[src/rtl/mem_access_unit.sv]
// mem_access_unit
//   Load/store initiator for a single-port synchronous data memory. Accepts one
//   byte-addressed request at a time, turns it into word-addressed memory
//   cycles (read-modify-write for byte/halfword stores) and returns ARMv4
//   formatted load data (byte/half extraction with sign/zero extension, rotated
//   unaligned word loads).
//
// Ports
//   clk, rst_n      clock and asynchronous active-low reset
//   req_valid       request strobe; accepted when req_ready is high
//   req_ready       high only while idle
//   req_write       1 = store, 0 = load
//   req_size        00 byte, 01 halfword, 1x word
//   req_signed      sign-extend byte/half loads
//   req_addr        byte address (ADDR_W+2 bits)
//   req_wdata       right-aligned store data
//   rsp_valid       one-cycle completion pulse for every request
//   rsp_rdata       formatted load result, held until the next load completes
//   mem_address     word address to memory
//   mem_data_in     write data to memory
//   mem_write       memory write enable
//   mem_data_out    registered read data from memory

module mem_access_unit #(
  parameter int ADDR_W = 9
) (
  input  logic              clk,
  input  logic              rst_n,
  input  logic              req_valid,
  output logic              req_ready,
  input  logic              req_write,
  input  logic [1:0]        req_size,
  input  logic              req_signed,
  input  logic [ADDR_W+1:0] req_addr,
  input  logic [31:0]       req_wdata,
  output logic              rsp_valid,
  output logic [31:0]       rsp_rdata,
  output logic [ADDR_W-1:0] mem_address,
  output logic [31:0]       mem_data_in,
  output logic              mem_write,
  input  logic [31:0]       mem_data_out
);

  typedef enum logic [2:0] {
    IDLE,
    RD,
    CAP,
    WR,
    RESP
  } state_t;

  state_t      state;
  state_t      state_next;

  logic [1:0]  lane_q;
  logic [1:0]  size_q;
  logic        sign_q;
  logic        write_q;
  logic [31:0] wdata_q;
  logic        accept;

  assign accept = (state == IDLE) && req_valid;

  // Extract and extend load data from the word read back in CAP.
  // Size 11 behaves as a word access.
  function automatic logic [31:0] load_format(
    input logic [31:0] word,
    input logic [1:0]  size,
    input logic [1:0]  lane,
    input logic        sgn
  );
    logic [31:0] result;
    logic [7:0]  b;
    logic [15:0] h;
    b = word[7:0];
    unique case (lane)
      2'd0: b = word[7:0];
      2'd1: b = word[15:8];
      2'd2: b = word[23:16];
      2'd3: b = word[31:24];
      default: b = word[7:0];
    endcase
    h = lane[1] ? word[31:16] : word[15:0];
    unique case (size)
      2'b00: result = {{24{sgn & b[7]}}, b};
      2'b01: result = {{16{sgn & h[15]}}, h};
      default: begin
        // Unaligned word loads rotate right by 8 * lane.
        unique case (lane)
          2'd0: result = word;
          2'd1: result = {word[7:0],  word[31:8]};
          2'd2: result = {word[15:0], word[31:16]};
          2'd3: result = {word[23:0], word[31:24]};
          default: result = word;
        endcase
      end
    endcase
    return result;
  endfunction

  // Merge store data into the word read back in CAP; untouched lanes keep
  // their old contents.
  function automatic logic [31:0] store_merge(
    input logic [31:0] old,
    input logic [31:0] wdata,
    input logic [1:0]  size,
    input logic [1:0]  lane
  );
    logic [31:0] result;
    unique case (size)
      2'b00: begin
        unique case (lane)
          2'd0: result = {old[31:8],  wdata[7:0]};
          2'd1: result = {old[31:16], wdata[7:0], old[7:0]};
          2'd2: result = {old[31:24], wdata[7:0], old[15:0]};
          2'd3: result = {wdata[7:0], old[23:0]};
          default: result = old;
        endcase
      end
      2'b01: result = lane[1] ? {wdata[15:0], old[15:0]} : {old[31:16], wdata[15:0]};
      default: result = wdata;
    endcase
    return result;
  endfunction

  // State register.
  always_ff @(posedge clk or negedge rst_n) begin
    if (!rst_n) begin
      state <= IDLE;
    end else begin
      state <= state_next;
    end
  end

  // Next-state and state-decoded outputs. mem_write comes straight from the
  // state register so an asynchronous reset removes it immediately.
  always_comb begin
    state_next = state;
    req_ready  = 1'b0;
    mem_write  = 1'b0;
    rsp_valid  = 1'b0;
    unique case (state)
      IDLE: begin
        req_ready = 1'b1;
        if (req_valid) begin
          state_next = (req_write && req_size[1]) ? WR : RD;
        end
      end
      RD:   state_next = CAP;
      CAP:  state_next = write_q ? WR : RESP;
      WR: begin
        mem_write  = 1'b1;
        state_next = RESP;
      end
      RESP: begin
        rsp_valid  = 1'b1;
        state_next = IDLE;
      end
      default: state_next = IDLE;
    endcase
  end

  // Request capture and datapath. Word stores load mem_data_in at accept time
  // and skip the read; partial stores fill it with the merged word in CAP.
  always_ff @(posedge clk or negedge rst_n) begin
    if (!rst_n) begin
      lane_q      <= 2'b00;
      size_q      <= 2'b00;
      sign_q      <= 1'b0;
      write_q     <= 1'b0;
      wdata_q     <= 32'h0;
      mem_address <= '0;
      mem_data_in <= 32'h0;
      rsp_rdata   <= 32'h0;
    end else begin
      if (accept) begin
        lane_q      <= req_addr[1:0];
        size_q      <= req_size;
        sign_q      <= req_signed;
        write_q     <= req_write;
        wdata_q     <= req_wdata;
        mem_address <= req_addr[ADDR_W+1:2];
        if (req_write && req_size[1]) begin
          mem_data_in <= req_wdata;
        end
      end
      if (state == CAP) begin
        if (write_q) begin
          mem_data_in <= store_merge(mem_data_out, wdata_q, size_q, lane_q);
        end else begin
          rsp_rdata <= load_format(mem_data_out, size_q, lane_q, sign_q);
        end
      end
    end
  end

endmodule

[config.mk]
export PLATFORM = sky130hd
export DESIGN_NAME = mem_access_unit
export DESIGN_NICKNAME = d
export VERILOG_FILES = /design/src/rtl/mem_access_unit.sv
export SDC_FILE = /design/constraint.sdc
export NUM_CORES = 1
export LEC_CHECK = 0
export BUFFER_PORTS_ARGS = -buffer_cell sky130_fd_sc_hd__buf_2
export CORE_ASPECT_RATIO = 2
export CORE_MARGIN = 5
export CORE_UTILIZATION = 54
export DETAILED_ROUTE_END_ITERATION = 10
export PLACE_DENSITY = 0.92
export SLEW_MARGIN = 20
export SYNTH_ARGS = -nofsm -noshare
export SYNTH_HDL_FRONTEND = slang
export SYNTH_SLANG_ARGS = --single-unit
[constraint.sdc]
create_clock -name clk -period 1.81 [get_ports clk]
set_input_delay 0.2715 -clock clk [delete_from_list [all_inputs] [get_ports clk]]
set_output_delay 0.2715 -clock clk [all_outputs]
set_load 0.05 [all_outputs]
-- After elaboration in Yosys (flattened, before gate mapping)
Cells that the tools add are included.
- register bits: 114
- input port bits: 82
- output and inout bits: 76
- logic and storage cells: 47
- equal/unequal tests: 9
- muxes and demuxes: 20
- bitwise operators: 3
- reduce and logical (&&, ||, !) cells: 6
- operator list (operator ; count):
    $pmux 32 s4 ; 2
    $mux 32 ; 5
    $pmux 32 s2 ; 2
    $pmux 8 s4 ; 1
    $mux 16 ; 1
    $mux 8 ; 2
    $pmux 3 s4 ; 1
    $eq 3x2->1 const B ; 2
    $mux 3 ; 2
    $eq 2x1->1 const B ; 2
    $eq 2x2->1 const B ; 2
    $logic_not 2->1 ; 2
    $eq 3x1->1 const B ; 1
    $eq 3x3->1 const B ; 1
    $logic_not 3->1 ; 1
    $mux 1 ; 3
    $and 1x1->1 ; 2
    $logic_and 1x1->1 ; 2
    $mux 2 ; 1
    $ne 2x2->1 const B ; 1
    $reduce_and 2->1 ; 1
    $not 1->1 ; 1

-- Depth between registers and ports, before layout
- depth in word-level cells: 6
- mapped depth: 7
- gate-level depth less buffers: 4

-- Worst setup path before layout
No wires, ideal clock.
- kind: register to output
- start point: register state[0]
- end point: output rsp_valid
- arrival time: 1.670 ns
- setup slack: -0.132 ns
- stages on the path, launching flop included: 3
- path buffers: 1
- path through: dfrtp_1 buf_2 nor3b_1
- longest elaborated chain between the ends: 2
- RTL lines (what ; line ; source):
    start, declared ; 52 ; state_t state;
    start signal, assigned ; 131 ; state <= state_next;
    $eq 3x3->1 ; 142 ; unique case (state)
    $mux 1 ; 142 ;
    end, declared ; 36 ; output logic rsp_valid,
No other way between the ends.

-- Worst setup path after layout
- start point: register state[1]
- end point: output mem_write
- longest elaborated chain between the ends: 2
- RTL lines (what ; line ; source):
    $eq 3x2->1 ; 142 ;
    $mux 1 ; 142 ;
    end, declared ; 40 ; output logic mem_write,
No other way between the ends.

==> Flow_metrics.wiki <==
{| class="wikitable"
! Metric !! Value
|-
| Pin count of the biggest net entering global routing || 65
|-
| Hold path depth || 3
|-
| XOR/XNOR share of the synthesized area || 0
|-
| Total power after layout || 0.01899 W
|-
| Total negative slack for setup checks || 0 ns
|-
| Synth Area in Adders || 0
|-
| Clock Tree Buf Depth || 2
|-
| Layout overhead on the synthesized area || 28.07%
|-
| Final worst hold slack || 0.07780 ns
|-
| Outcome || finished clean
|-
| Startpoint Class || flip-flop
|-
| Clock tree sinks || 114
|-
| Area of the die || 0.01405 mm^2
|-
| Slew at the pin closest to its max-slew limit || 0.4181 ns
|-
| Site Rows || 55
|-
| Clock slew at the register clock pins of the worst setup and hold paths || 0.06 ns
|-
| Via count of the first global-routing pass || 6204
|-
| Hold Path Origin || req_wdata[15]
|-
| Worst slew margin relative to its limit || 0.7212
|-
| Worst min path class || in -> reg
|-
| DIE WIDTH || 86.36 um
|-
| Fraction of the mapped netlist area in simple logic gates || 0.1268
|-
| Fill cells || 766
|-
| Post-route cell area || 0.008065 mm^2
|-
| Starting DRT DRC Count || 677
|-
| Area post-placement || 0.007423 mm^2
|-
| Main flop type after synthesis || sky130_fd_sc_hd__dfrtp_1
|-
| Post-synthesis cell type count || 40
|-
| Count of max-cap constraint violations || 0
|-
| Number of warning messages in the yosys log || 0
|-
| Endpoint of the worst hold path || wdata_q[15]
|-
| Total standard cell area after synthesis || 0.006297 mm^2
|-
| Number of antenna violations at the first check in global routing || 1
|-
| Proportion of layout cells with a drive suffix above 1 || 0.4271
|-
| Clock buffer count from CTS || 17
|-
| Largest family of logic cells by synthesized area || multiplexers
|-
| Max Clock Skew || 0.006146 ns
|-
| CP Data Required Time || 1.54 ns
|-
| Async S/R FF share, synth || 1.000
|-
| Highest Clock Rate || 0.5592 GHz
|-
| Sum of overflow across all layers after global routing || 0
|-
| Total wirelength of the detailed-routed design || 21.51 mm
|-
| CTS tree || done
|-
| Clk Tree Root Cell || sky130_fd_sc_hd__clkbuf_16
|-
| Via density per instance || 6.555
|-
| Fraction of the mapped netlist area in compound gates || 0.1280
|-
| Global-route wire length before repair || 33.78 mm
|-
| Average wire per cell in the routed design || 23.61 um
|-
| Detailed placer's ending HPWL || 15.21 mm
|-
| # DRC || 0
|-
| First-pass iteration count of the detailed router || 9
|-
| Number of H-tree branching levels || 4
|-
| Power per Cell Area || 2355 mW/mm^2
|-
| Critical Path Source || state[1]
|-
| Effective utilization at floorplan || 0.5546
|-
| Syn avg cell area || 10.64 um^2
|-
| I/O Buffers || 157
|-
| Type of the setup path with the least slack || reg -> out
|-
| Sequential element share of the synthesized area || 0.4530
|-
| Leakage power summed over all cells || 3.698 nW
|-
| Number of instances in the synthesized netlist || 592
|-
| Latest clock arrival within the worst-skew pair || 0.42 ns
|-
| Worst-case reg-to-reg path depth || 5
|-
| Source of the worst register-to-register timing path || lane_q[1]
|-
| Mux contribution to synthesized area || 0.2525
|-
| Global router's overall resource usage || 0.3153
|-
| Capture instance of the worst register-to-register path || rsp_rdata[14]
|-
| Endpoint kind of the worst setup timing path || output port
|-
| Worst reg-to-reg setup slack || 0.08 ns
|-
| Final setup violation count || 0
|-
| Number of enable flip-flop cells after synthesis || 0
|-
| Vertical die dimension || 162.7 um
|-
| CP arrival || 1.52 ns
|-
| Number of nets in the final layout || 837
|-
| Crit path max fanout || 3
|-
| Total nets after synthesis || 674
|-
| Antenna Violating Nets Remaining || 0
|-
| Routability congestion estimate from global placement || 1.021
|-
| Flop and latch count out of synthesis || 114
|-
| I/O pin count || 158
|-
| Standard cell core area || 0.01135 mm^2
|-
| Final period util || 0.9880
|-
| Crit path time final || 1.788 ns
|-
| Count of vias placed by the detailed router || 5972
|-
| Hold violation count in the final report || 0
|-
| Peak supply drop || 1397 uV
|-
| Max-slew violation count || 0
|}
-- cell usage in the layout, fill, tap and decap left out, types with 6 or more instances in the layout --
master                       synthesis  layout
sky130_fd_sc_hd__buf_2              16     156
sky130_fd_sc_hd__dfrtp_1           114     112
sky130_fd_sc_hd__mux2_2             87      87
sky130_fd_sc_hd__nand2_1            70      70
sky130_fd_sc_hd__mux2i_1            52      52
sky130_fd_sc_hd__nand3_1            43      43
sky130_fd_sc_hd__o211ai_1           29      29
sky130_fd_sc_hd__a21oi_1            28      28
sky130_fd_sc_hd__buf_4               5      23
sky130_fd_sc_hd__nor2_1             22      22
sky130_fd_sc_hd__clkbuf_16           0      17
sky130_fd_sc_hd__a222oi_1           15      15
sky130_fd_sc_hd__buf_12              0      10
sky130_fd_sc_hd__nor2b_1            10       8
sky130_fd_sc_hd__nand2b_1            8       8
sky130_fd_sc_hd__o22ai_1             8       8
sky130_fd_sc_hd__o21ai_0             7       7
sky130_fd_sc_hd__inv_1               7       7
sky130_fd_sc_hd__clkinvlp_4          0       7
sky130_fd_sc_hd__a22oi_1             6       6
-- Yosys cell counts, types with 8 or more instances --
library cell | count | share of area
sky130_fd_sc_hd__nand2_1 | 70 | 0.042
sky130_fd_sc_hd__mux2_2 | 87 | 0.16
sky130_fd_sc_hd__nor2b_1 | 10 | 0.0099
sky130_fd_sc_hd__o22ai_1 | 8 | 0.0079
sky130_fd_sc_hd__a21oi_1 | 28 | 0.022
sky130_fd_sc_hd__clkbuf_1 | 20 | 0.012
sky130_fd_sc_hd__dfrtp_1 | 114 | 0.45
sky130_fd_sc_hd__buf_2 | 16 | 0.013
sky130_fd_sc_hd__nand2b_1 | 8 | 0.0079
sky130_fd_sc_hd__a222oi_1 | 15 | 0.024
sky130_fd_sc_hd__nor2_1 | 22 | 0.013
sky130_fd_sc_hd__mux2i_1 | 52 | 0.083
sky130_fd_sc_hd__o211ai_1 | 29 | 0.035
sky130_fd_sc_hd__nand3_1 | 43 | 0.034
-- worst max path at each step --
stage,to,slack [ns]
after floorplan,rsp_rdata[3],0.13
after global placement,lane_q[1],0.12
after detailed placement,mem_data_in[12],0.05
after CTS,mem_data_in[12],0.02
after global routing,mem_write,-0.01
final,mem_write,0.02
-- metrics by stage --
stage                     utilization  instances  setup slack, ns
after floorplan                     -        592           0.1308
after global placement         0.6538        875           0.1225
after detailed placement       0.6538        875          0.04526
after CTS                      0.7064        908          0.01816
after global routing           0.7103        911         -0.01449
final                          0.7103        911          0.02174
-- area by class of cell --
class / instances / area (um^2) / share of cell area
Clock buffer: 17 / 425.4 / 0.05275
Sequential cell: 114 / 2855 / 0.3540
Multi-Input combinational cell: 422 / 3219 / 0.3992
Antenna cell: 1 / 2.502 / 0.0003103
Tap cell: 142 / 177.7 / 0.02203
Timing Repair Buffer: 193 / 1197 / 0.1485
Clock inverter: 15 / 161.4 / 0.02001
Inverter: 7 / 26.28 / 0.003258
-- sequential cells by signal, indices dropped and copies added, names as in the netlist --
| register | flops |
|---|---|
| lane_q | 2 |
| mem_address | 9 |
| mem_data_in | 32 |
| rsp_rdata | 32 |
| sign_q | 1 |
| size_q | 2 |
| state | 3 |
| wdata_q | 32 |
| write_q | 1 |
-- power by group --
| group | switching [W] | internal, W |
|---|---|---|
| clock | 0.00128 | 0.00203 |
| combinational | 0.00684 | 0.00389 |
| sequential | 0.00110 | 0.00385 |
| total | 0.00922 | 0.00977 |
-- repair_timing --
action | 4_1_cts | 5_1_grt
gates cloned | 0 | 0
buffers inserted | 0 | 2
endpoints found under the hold margin | 15 | 0
hold buffers | 1 | 0
resized for setup | 1 | 6
setup endpoints to repair | 1 | 31
pin swaps | 0 | 4
-- layer usage --
layer	GRT usage	vias up	part of all wire
met1	0.3589	2898	0.34
met2	0.5119	415	0.50
met4	0.2305	0	0.084
met5	0	-	0
met3	0.06633	121	0.077
li1	-	2538	-
-- critical path: stages, from the launching register on --
cell and delay, ns:
sky130_fd_sc_hd__dfrtp_1 0.40, sky130_fd_sc_hd__nor2b_1 0.25, sky130_fd_sc_hd__and2_1 0.18, sky130_fd_sc_hd__buf_2 0.27
-- cell families (layout without fill, tap and decap cells) --
kind of cell | count (synthesis) | in the layout
other | 0 | 1
and+or+nand+nor | 167 | 167
AOI/OAI and AO/OA | 112 | 112
DFF | 114 | 114
buffers and inverters | 56 | 232
muxes | 143 | 143
Power figures use the tool's default switching activity.
